$ cat src/rtl/barrido_display_pkg.sv
// Shared constants for the 8-digit common-anode 7-segment scanner.
//
// Contents:
//   N_DIGITS   number of multiplexed digits
//   SEG_OFF    all segments dark (active-low)
//   AN_OFF     all anodes off (active-low)
//   SEG_GLYPH  hex glyph table, active-low, bit order g f e d c b a
//   dim_end    lit-window end for a given brightness level (elaboration-time use only)
package barrido_display_pkg;

  localparam int N_DIGITS = 8;

  localparam logic [6:0] SEG_OFF = 7'h7F;
  localparam logic [7:0] AN_OFF  = 8'hFF;

  // Standard hex glyphs; a 0 bit lights the segment.
  localparam logic [6:0] SEG_GLYPH [16] = '{
    7'b1000000,  // 0
    7'b1111001,  // 1
    7'b0100100,  // 2
    7'b0110000,  // 3
    7'b0011001,  // 4
    7'b0010010,  // 5
    7'b0000010,  // 6
    7'b1111000,  // 7
    7'b0000000,  // 8
    7'b0010000,  // 9
    7'b0001000,  // A
    7'b0000011,  // b
    7'b1000110,  // C
    7'b0100001,  // d
    7'b0000110,  // E
    7'b0001110   // F
  };

  // Exclusive end of the lit window for brightness level 0..7 (7 = full slot).
  function automatic int dim_end(input int tick_div, input int blank, input int level);
    return blank + (((tick_div - blank) * (level + 1)) >>> 3);
  endfunction

endpackage

$ cat src/rtl/barrido_display_seg_decodificador.sv
// seg_decodificador: combinational nibble-to-segment lookup.
//
// Ports:
//   nibble  in  4  hex digit value
//   seg     out 7  active-low segments, g f e d c b a
module seg_decodificador
  import barrido_display_pkg::*;
(
  input  logic [3:0] nibble,
  output logic [6:0] seg
);

  assign seg = SEG_GLYPH[nibble];

endmodule

$ cat src/rtl/barrido_display.sv
// barrido_display: time-multiplexed driver for an 8-digit common-anode
// 7-segment display.
//
// A prescaler divides each digit slot into TICK_DIV clocks. The first
// BLANK_CYCLES clocks of every slot keep all anodes off so the previous
// digit's segments never ghost onto the next one. The display word and
// decimal-point mask are latched only when the scan wraps from digit 7 to
// digit 0, so a frame never mixes nibbles from two different words.
//
// Optional feature (macro BARRIDO_DIM_EN): adds a 3-bit `brillo` input that
// shortens the lit window for brightness control. It is latched together
// with the word at frame boundaries.
//
// Ports:
//   clk          in   1   system clock
//   rst_n        in   1   asynchronous active-low reset
//   dato         in   32  nibble word, digit i = dato[4i+3:4i], digit 7 leftmost
//   dp_mask      in   8   decimal point request per digit, 1 = lit
//   brillo       in   3   brightness 0 (dimmest) .. 7 (full); BARRIDO_DIM_EN only
//   an           out  8   anodes, active-low, an[i] drives digit i
//   seg          out  7   segments, active-low, g f e d c b a
//   dp           out  1   decimal point, active-low
//   frame_start  out  1   one-clock pulse when the digit 0 slot begins
module barrido_display
  import barrido_display_pkg::*;
#(
  parameter int TICK_DIV     = 100000,
  parameter int BLANK_CYCLES = 1000
) (
  input  logic        clk,
  input  logic        rst_n,
  input  logic [31:0] dato,
  input  logic [7:0]  dp_mask,
`ifdef BARRIDO_DIM_EN
  input  logic [2:0]  brillo,
`endif
  output logic [7:0]  an,
  output logic [6:0]  seg,
  output logic        dp,
  output logic        frame_start
);

  localparam int CW = $clog2(TICK_DIV);

  logic [CW-1:0] cnt;
  logic [2:0]    idx;
  logic [31:0]   frame_reg;
  logic [7:0]    dp_mask_reg;

  logic          tick;
  logic          load;
  logic          lit;
  logic [3:0]    nibble;
  logic [6:0]    glyph;

  assign tick = (cnt == CW'(TICK_DIV - 1));
  // The last slot of a frame is ending: the next slot is digit 0 of a new frame.
  assign load = tick && (idx == 3'(N_DIGITS - 1));

`ifdef BARRIDO_DIM_EN
  localparam int TW = $clog2(TICK_DIV + 1);

  // Window ends for every brightness level are elaboration-time constants,
  // so choosing one per frame is a small mux rather than a multiplier.
  logic [TW-1:0] dim_tab [8];
  logic [TW-1:0] lit_end;

  for (genvar g = 0; g < 8; g++) begin : g_dim_tab
    assign dim_tab[g] = TW'(dim_end(TICK_DIV, BLANK_CYCLES, g));
  end

  always_ff @(posedge clk or negedge rst_n) begin
    if (!rst_n) begin
      lit_end <= TW'(TICK_DIV);   // first frame after reset at full brightness
    end else if (load) begin
      lit_end <= dim_tab[brillo];
    end
  end

  assign lit = (cnt >= CW'(BLANK_CYCLES)) && (TW'(cnt) < lit_end);
`else
  assign lit = (cnt >= CW'(BLANK_CYCLES));
`endif

  // Prescaler and digit index.
  // NOTE: sequential state uses non-blocking assignments so every register
  // samples the pre-edge values of its neighbours regardless of block order.
  always_ff @(posedge clk or negedge rst_n) begin
    if (!rst_n) begin
      cnt <= '0;
      idx <= '0;
    end else if (tick) begin
      cnt <= '0;
      idx <= idx + 3'd1;   // 7 wraps to 0 naturally
    end else begin
      cnt <= cnt + CW'(1);
    end
  end

  // Frame latch: word and dp mask change only between frames.
  always_ff @(posedge clk or negedge rst_n) begin
    if (!rst_n) begin
      frame_reg   <= '0;
      dp_mask_reg <= '0;
    end else if (load) begin
      frame_reg   <= dato;
      dp_mask_reg <= dp_mask;
    end
  end

  assign nibble = frame_reg[{idx, 2'b00} +: 4];

  seg_decodificador u_seg_decodificador (
    .nibble (nibble),
    .seg    (glyph)
  );

  // Registered outputs, one clock behind cnt/idx. Outside the lit window all
  // anodes are off, so at most one anode is ever low.
  always_ff @(posedge clk or negedge rst_n) begin
    if (!rst_n) begin
      an          <= AN_OFF;
      seg         <= SEG_OFF;
      dp          <= 1'b1;
      frame_start <= 1'b0;
    end else begin
      frame_start <= load;
      if (lit) begin
        an  <= ~(8'b1 << idx);
        seg <= glyph;
        dp  <= ~dp_mask_reg[idx];
      end else begin
        an  <= AN_OFF;
        seg <= SEG_OFF;
        dp  <= 1'b1;
      end
    end
  end

endmodule

$ cat config.mk
export PLATFORM = sky130hd
export DESIGN_NAME = barrido_display
export DESIGN_NICKNAME = d
export VERILOG_FILES = /design/src/rtl/barrido_display_pkg.sv /design/src/rtl/barrido_display_seg_decodificador.sv /design/src/rtl/barrido_display.sv
export SDC_FILE = /design/constraint.sdc
export NUM_CORES = 1
export LEC_CHECK = 0
export ABC_AREA = 1
export BUFFER_PORTS_ARGS = -buffer_cell sky130_fd_sc_hd__buf_2
export CORE_UTILIZATION = 55
export CTS_CLUSTER_DIAMETER = 40
export DETAILED_ROUTE_END_ITERATION = 8
export PLACE_DENSITY = 0.79
export SLEW_MARGIN = 20
export SYNTH_ARGS = -nofsm -noshare
export SYNTH_HDL_FRONTEND = slang
export SYNTH_SLANG_ARGS = --single-unit
$ cat constraint.sdc
create_clock -name clk -period 3.45 [get_ports clk]
set_clock_uncertainty 0.2 [all_clocks]
set_input_delay 1.035 -clock clk [delete_from_list [all_inputs] [get_ports clk]]
set_output_delay 1.035 -clock clk [all_outputs]
set_load 0.02 [all_outputs]
==> results.toml, run 1 <==
[outcome]
status = "finished, final reports clean"

[sta]
max_freq_ghz = 0.377
tns_ns = 0
finalMaxSlewViolations = 0
max_slew.worst_pin.slew_ns = 0.736
min_period_ns = 2.65
rsz0062_at_grt = "false"
post-route-period-util_pct = 76.8
hold_viol = 0
setup_viol = 0
slew-limit-headroom_pct = 50.9

[logic_synthesis]
synth_edf_count = 0
synthTopCellsByCount = "121 x nand2_1, 69 x inv_1, 61 x dfrtp_1, 58 x nand3_1, 26 x o21ai_0"
ys.flop_type = "dfrtp_1"
async_reset_ff_share_pct = 100
yosys_register_bits = 77
yosys-top-cells-area = "dfrtp_1 39%, nand2_1 12%, dfstp_2 11%"
synth_area_um2 = 3940
yosysWarnings = 0
synth.most_common_cell = "nand2_1"
synth.distinct_cells = 27
syn_inst = 472
syn-num-nets = 527
syn_avg_cell_area_um2 = 8.34
netlist.area_leader.share_pct = 38.8
ys_seq_area_share_pct = 49.5
synth_top_cell_by_area = "dfrtp_1"

[clocking]
cts.sinks = 77
tritoncts = "built"
ctsHoldBuffers = 0
clock_path_buffers = 2
cts_buffers = 9
insertion_delay_ns = 0.37
h-tree-depth = 3
cts-root-buf = "clkbuf_8"
clk_pin_slew_ns = 0.08
cts.repair.resized = 0
postCtsSetupBuffers = 0

[power_and_ir_drop]
switchingPower_w = 0.000363
p_leak_nw = 2.11
power_w = 0.00169
p_clk_share_pct = 44.0
swShare_pct = 21.5
power.internal_w = 0.00132
peakVddDrop_mv = 0.201
power_frac_comb_pct = 2.5
seqPwrFrac_pct = 53.5
powerDensity_nw_per_um2 = 378

[worst_setup_path]
worstPathRequired_ns = 3.54
cp_max_fo = 14
start_kind = "flop"
critical_path_class = "flop to flop"
cp.arrival_ns = 2.74
crit_path_end_kind = "flop"

[final_layout]
area_delta_synth_final_pct = 13.5
stdcell_area_um2 = 4470
largest_reg_flops = 32
utilization_pct = 65.0
layout-drive-gt1-share_pct = 22.1
fin_nets = 583
antenna_cells = 0

[placement]
io_buffers = 58
place_area_um2 = 4250
place_hpwl_um = 5700
place_congestion = 0.882

[floorplan]
rows = 30
die_w_um = 86.6
initial_core_util_pct = 57.3
dieArea_um2 = 7500
die_h_um = 86.6
core_um2 = 6870
pin_count = 59

[route]
dr.first_iter.drc_count = 236
vias = 3212
wl_per_cell_um = 12.9
post-route-drc-count = 0
wl_um = 8120
postRouteAntennaNets = 0
dr.pass1.iters = 4
avgViaCountPerCell = 5.11

[job]
drv_cap = 0

[min_path]
hold_path.class = "flop to flop"

[grt]
antenna_found_initial = 0
grt_pass1_vias = 3085
grt_first_pass_wirelength_um = 14000
grt_max_degree = 77
grt-ovfl-total = 0
grt.total_usage_pct = 24.3
## power groups by stage
| stage | Combinational (W) | Clock, W | Sequential, W |
|---|---|---|---|
| floorplan | 0.000000000667 | 0 | 0.000920 |
| global placement | 0.0000425 | 0 | 0.000920 |
| detailed placement | 0.0000433 | 0 | 0.000920 |
| CTS | 0.0000434 | 0.000752 | 0.000903 |
| global route | 0.0000485 | 0.000787 | 0.000903 |
| finish | 0.0000417 | 0.000743 | 0.000903 |
## metrics by stage
step | std cells | worst slack (ns) | hold WS, ns
after floorplan | 472 | 1.36 | 0.254
after global placement | 613 | 0.998 | 0.277
after detailed placement | 613 | 0.862 | 0.279
after CTS | 629 | 0.823 | 0.307
after global routing | 629 | 0.484 | 0.326
final | 629 | 0.800 | 0.301
## area by class of cell
class / count / area (um^2)
Sequential cell: 77 / 1950
Fill cell: 603 / 2400
Inverter: 71 / 267
Timing Repair Buffer: 63 / 353
Clock buffer: 9 / 124
Tap cell: 96 / 120
Clock inverter: 7 / 90.1
Multi-Input combinational cell: 306 / 1570
## logic make-up (layout without fill, tap and decap cells)
logic type | after synthesis | count (layout) | synth area share [%]
fa+ha+maj | 13 | 13 | 4.13
simple gates | 222 | 222 | 24.4
compound gates | 62 | 62 | 9.28
xor+xnor | 9 | 9 | 2.00
buf+inv | 89 | 150 | 10.7
flops | 77 | 77 | 49.5
## placed cells by master (no fill, tap or decap), drive strengths merged
master,n
xor2,8
nor3,6
nand2,123
ha,13
dfrtp,61
buf,63
xnor2,1
a21oi,8
bufinv,2
nor2,27
o211ai,1
nor4,2
o21ai,53
clkinv,3
nand3,58
clkinvlp,2
inv,71
dfstp,16
nand4,6
clkbuf,9
## worst paths after layout
check | to | start | depth (start not counted) | slack (ns)
max | seg[3] | idx[1] | 10 | 0.80
min | cnt[0] | cnt[0] | 1 | 0.30
max reg2reg | seg[3] | idx[1] | 10 | 0.80
min reg2reg | cnt[0] | cnt[0] | 1 | 0.30
max in group asynchronous | an[4] | rst_n | 2 | 1.84
min in group asynchronous | frame_reg[8] | rst_n | 1 | 0.52
## critical path: stages, from the launching register on
cell	delay, ns
dfrtp_1	0.61
inv_1	0.30
nand3_1	0.15
nand2_1	0.05
o21ai_0	0.53
inv_1	0.16
ha_1	0.26
nand3_1	0.12
nand2_1	0.07
nand2_1	0.05
nand3_1	0.07
## per-layer routing
metal	vias to the layer above	global-route usage (%)	wire length, um
met5	-	0	0
met1	1479	31.4	3620
met4	0	10.9	124
met3	14	4.48	488
li1	1600	-	-
met2	119	40.1	3890
Note: power is estimated with default switching activity, not from simulation.
==> run 2: changes to the inputs <==
Settings changed: ABC_AREA 1 to 0, PLACE_DENSITY 0.79 to 0.8.
Clock period 3.45 ns to 2.7 ns, I/O delays scaled along.
==> results.toml, run 2 <==
[logic_synthesis]
netlist.area_leader.share_pct = 42.0
syn_inst = 358
synth_edf_count = 0
synth.distinct_cells = 44
async_reset_ff_share_pct = 100
ys.flop_type = "dfrtp_1"
synth_top_cell_by_area = "dfrtp_1"
ys_seq_area_share_pct = 53.5
synth.most_common_cell = "nand2_1"
synthTopCellsByCount = "143 x nand2_1, 61 x dfrtp_1, 16 x dfstp_2, 15 x nor2_1, 13 x ha_1"
yosys_register_bits = 77
yosysWarnings = 0
syn_avg_cell_area_um2 = 10.2
synth_area_um2 = 3640
syn-num-nets = 413
yosys-top-cells-area = "dfrtp_1 42%, nand2_1 15%, dfstp_2 12%"

[power_and_ir_drop]
powerDensity_nw_per_um2 = 526
power_w = 0.00225
power_frac_comb_pct = 2.4
p_clk_share_pct = 46.2
peakVddDrop_mv = 0.389
swShare_pct = 19.1
seqPwrFrac_pct = 51.4
switchingPower_w = 0.000430
p_leak_nw = 1.89
power.internal_w = 0.00182

[worst_setup_path]
worstPathBufferInverterCount = 1
worstPathRequired_ns = 2.77
crit_chain = "mux4_2, mux2_2, inv_1, ha_1, a21boi_1, a2111oi_0, a31oi_1"
start_kind = "flop"
slowest_stage = "dfrtp_1"
cp.arrival_ns = 2.67
worst-path-stages = 7
cp_max_fo = 7
critPathMaxStageDelay_ns = 0.57
crit_family = "multiplexers"
reg2reg_slack_ns = 0.10
critical_path_class = "flop to flop"
rr_worst_depth = 7
crit_path_end_kind = "flop"

[placement]
io_buffers = 58
place_hpwl_um = 5160
dp.cells = 486
pre_cts_ws_ns = 0.151
place_congestion = 0.807

[sta]
final.setup.worst_slack_ns = 0.103
min_period_ns = 2.60
slew-limit-headroom_pct = 66.0
setup_viol = 0
max_slew.worst_pin.slew_ns = 0.510
post-route-period-util_pct = 96.2
tns_ns = 0
hold_viol = 0
max_freq_ghz = 0.385
rsz0062_at_grt = "false"
finalMaxSlewViolations = 0

[final_layout]
final_cell_mix = "143 x nand2_1, 61 x dfrtp_1, 57 x buf_2"
layout.cells.most_common = "nand2_1"
antenna_cells = 0
layout-drive-gt1-share_pct = 27.1
largest_reg_flops = 32
area_delta_synth_final_pct = 17.3
fin_cells = 502
fin_nets = 475

[route]
post-route-drc-count = 0
wl_um = 7170
wl_per_cell_um = 14.3
postRouteAntennaNets = 0
vias = 2651
avgViaCountPerCell = 5.28
dr.first_iter.drc_count = 111
dr.pass1.iters = 4

[clocking]
postCtsSetupBuffers = 0
h-tree-depth = 3
insertion_delay_ns = 0.35
ctsHoldBuffers = 0
clock_path_buffers = 2
clk_pin_slew_ns = 0.07
cts_buffers = 9
cts.sinks = 77
cts.repair.resized = 0
tritoncts = "built"
cts-root-buf = "clkbuf_8"

[grt]
grt-ovfl-total = 0
grt_pass1_vias = 2769
grt_max_degree = 42
grt_first_pass_wirelength_um = 12700
antenna_found_initial = 0
grt.total_usage_pct = 23.2

[floorplan]
dieArea_um2 = 6940
die_w_um = 83.3
rows = 29
die_h_um = 83.3
core_um2 = 6350
pin_count = 59
initial_core_util_pct = 57.3

[min_path]
hold_path.class = "primary input to async pin"

[outcome]
status = "finished, final reports clean"

[job]
drv_cap = 0
-- run 2: changes by cell type in the layout (fill, tap and decap cells not counted), sizes merged, moves of 5 or more --
cell | previous run | this run
nand3 | 58 | 9
nand2 | 123 | 143
mux2i | 0 | 7
inv | 71 | 9
a21oi | 8 | 3
mux4 | 0 | 8
o21ai | 53 | 5
nor2 | 27 | 16
xnor2 | 1 | 12
-- run 2: layout make-up --
type                    instances  area [um^2]
fillers                       474         2080
well taps                      77         96.3
clock inverters                 4         95.1
repair buffers                 66          378
flip-flops and latches         77         1950
multi-input cells             257         1570
clock buffers                  12          145
inverters                       9         33.8
-- run 2: final timing paths --
| path | start | to |
|---|---|---|
| setup / recovery | idx[0] | seg[3] |
| hold / removal | rst_n | cnt[11] |
| setup reg to reg | idx[0] | seg[3] |
| hold reg to reg | dp_mask_reg[5] | dp_mask_reg[5] |
| max in group asynchronous | rst_n | idx[0] |
| min in group clk | dp_mask_reg[5] | dp_mask_reg[5] |
-- run 2: cell families after synthesis --
family / synth area share, %
XOR/XNOR: 3.85
buffers and inverters: 3.34
multiplexers: 8.67
adder cells (fa/ha/maj): 4.47
flip-flops: 53.5
AO/OA/AOI/OAI: 4.30
AND/OR/NAND/NOR: 21.9
-- run 2: stage by stage --
stage	util, %	hold WS, ns	area, um^2
floorplan	-	0.233	3640
global placement	63.4	0.246	4030
detailed placement	63.4	0.256	4030
CTS	67.2	0.241	4270
global route	67.2	0.266	4270
finish	67.2	0.236	4270
-- run 2: routing by layer --
| layer | track usage, % | part of all wire [%] | up-vias |
|---|---|---|---|
| met5 | 0 | 0 | - |
| met1 | 30.9 | 45 | 1253 |
| li1 | - | - | 1299 |
| met3 | 5.86 | 5.4 | 8 |
| met2 | 36.8 | 48 | 91 |
| met4 | 8.46 | 1.1 | 0 |
-- run 2: power groups by stage --
stage | clock [W] | combinational, W | sequential (W)
after detailed placement | 0 | 0.0000560 | 0.00118
after CTS | 0.00106 | 0.0000563 | 0.00115
after floorplan | 0 | 0.000000658 | 0.00118
after global routing | 0.00110 | 0.0000623 | 0.00115
final | 0.00104 | 0.0000545 | 0.00115
after global placement | 0 | 0.0000544 | 0.00118
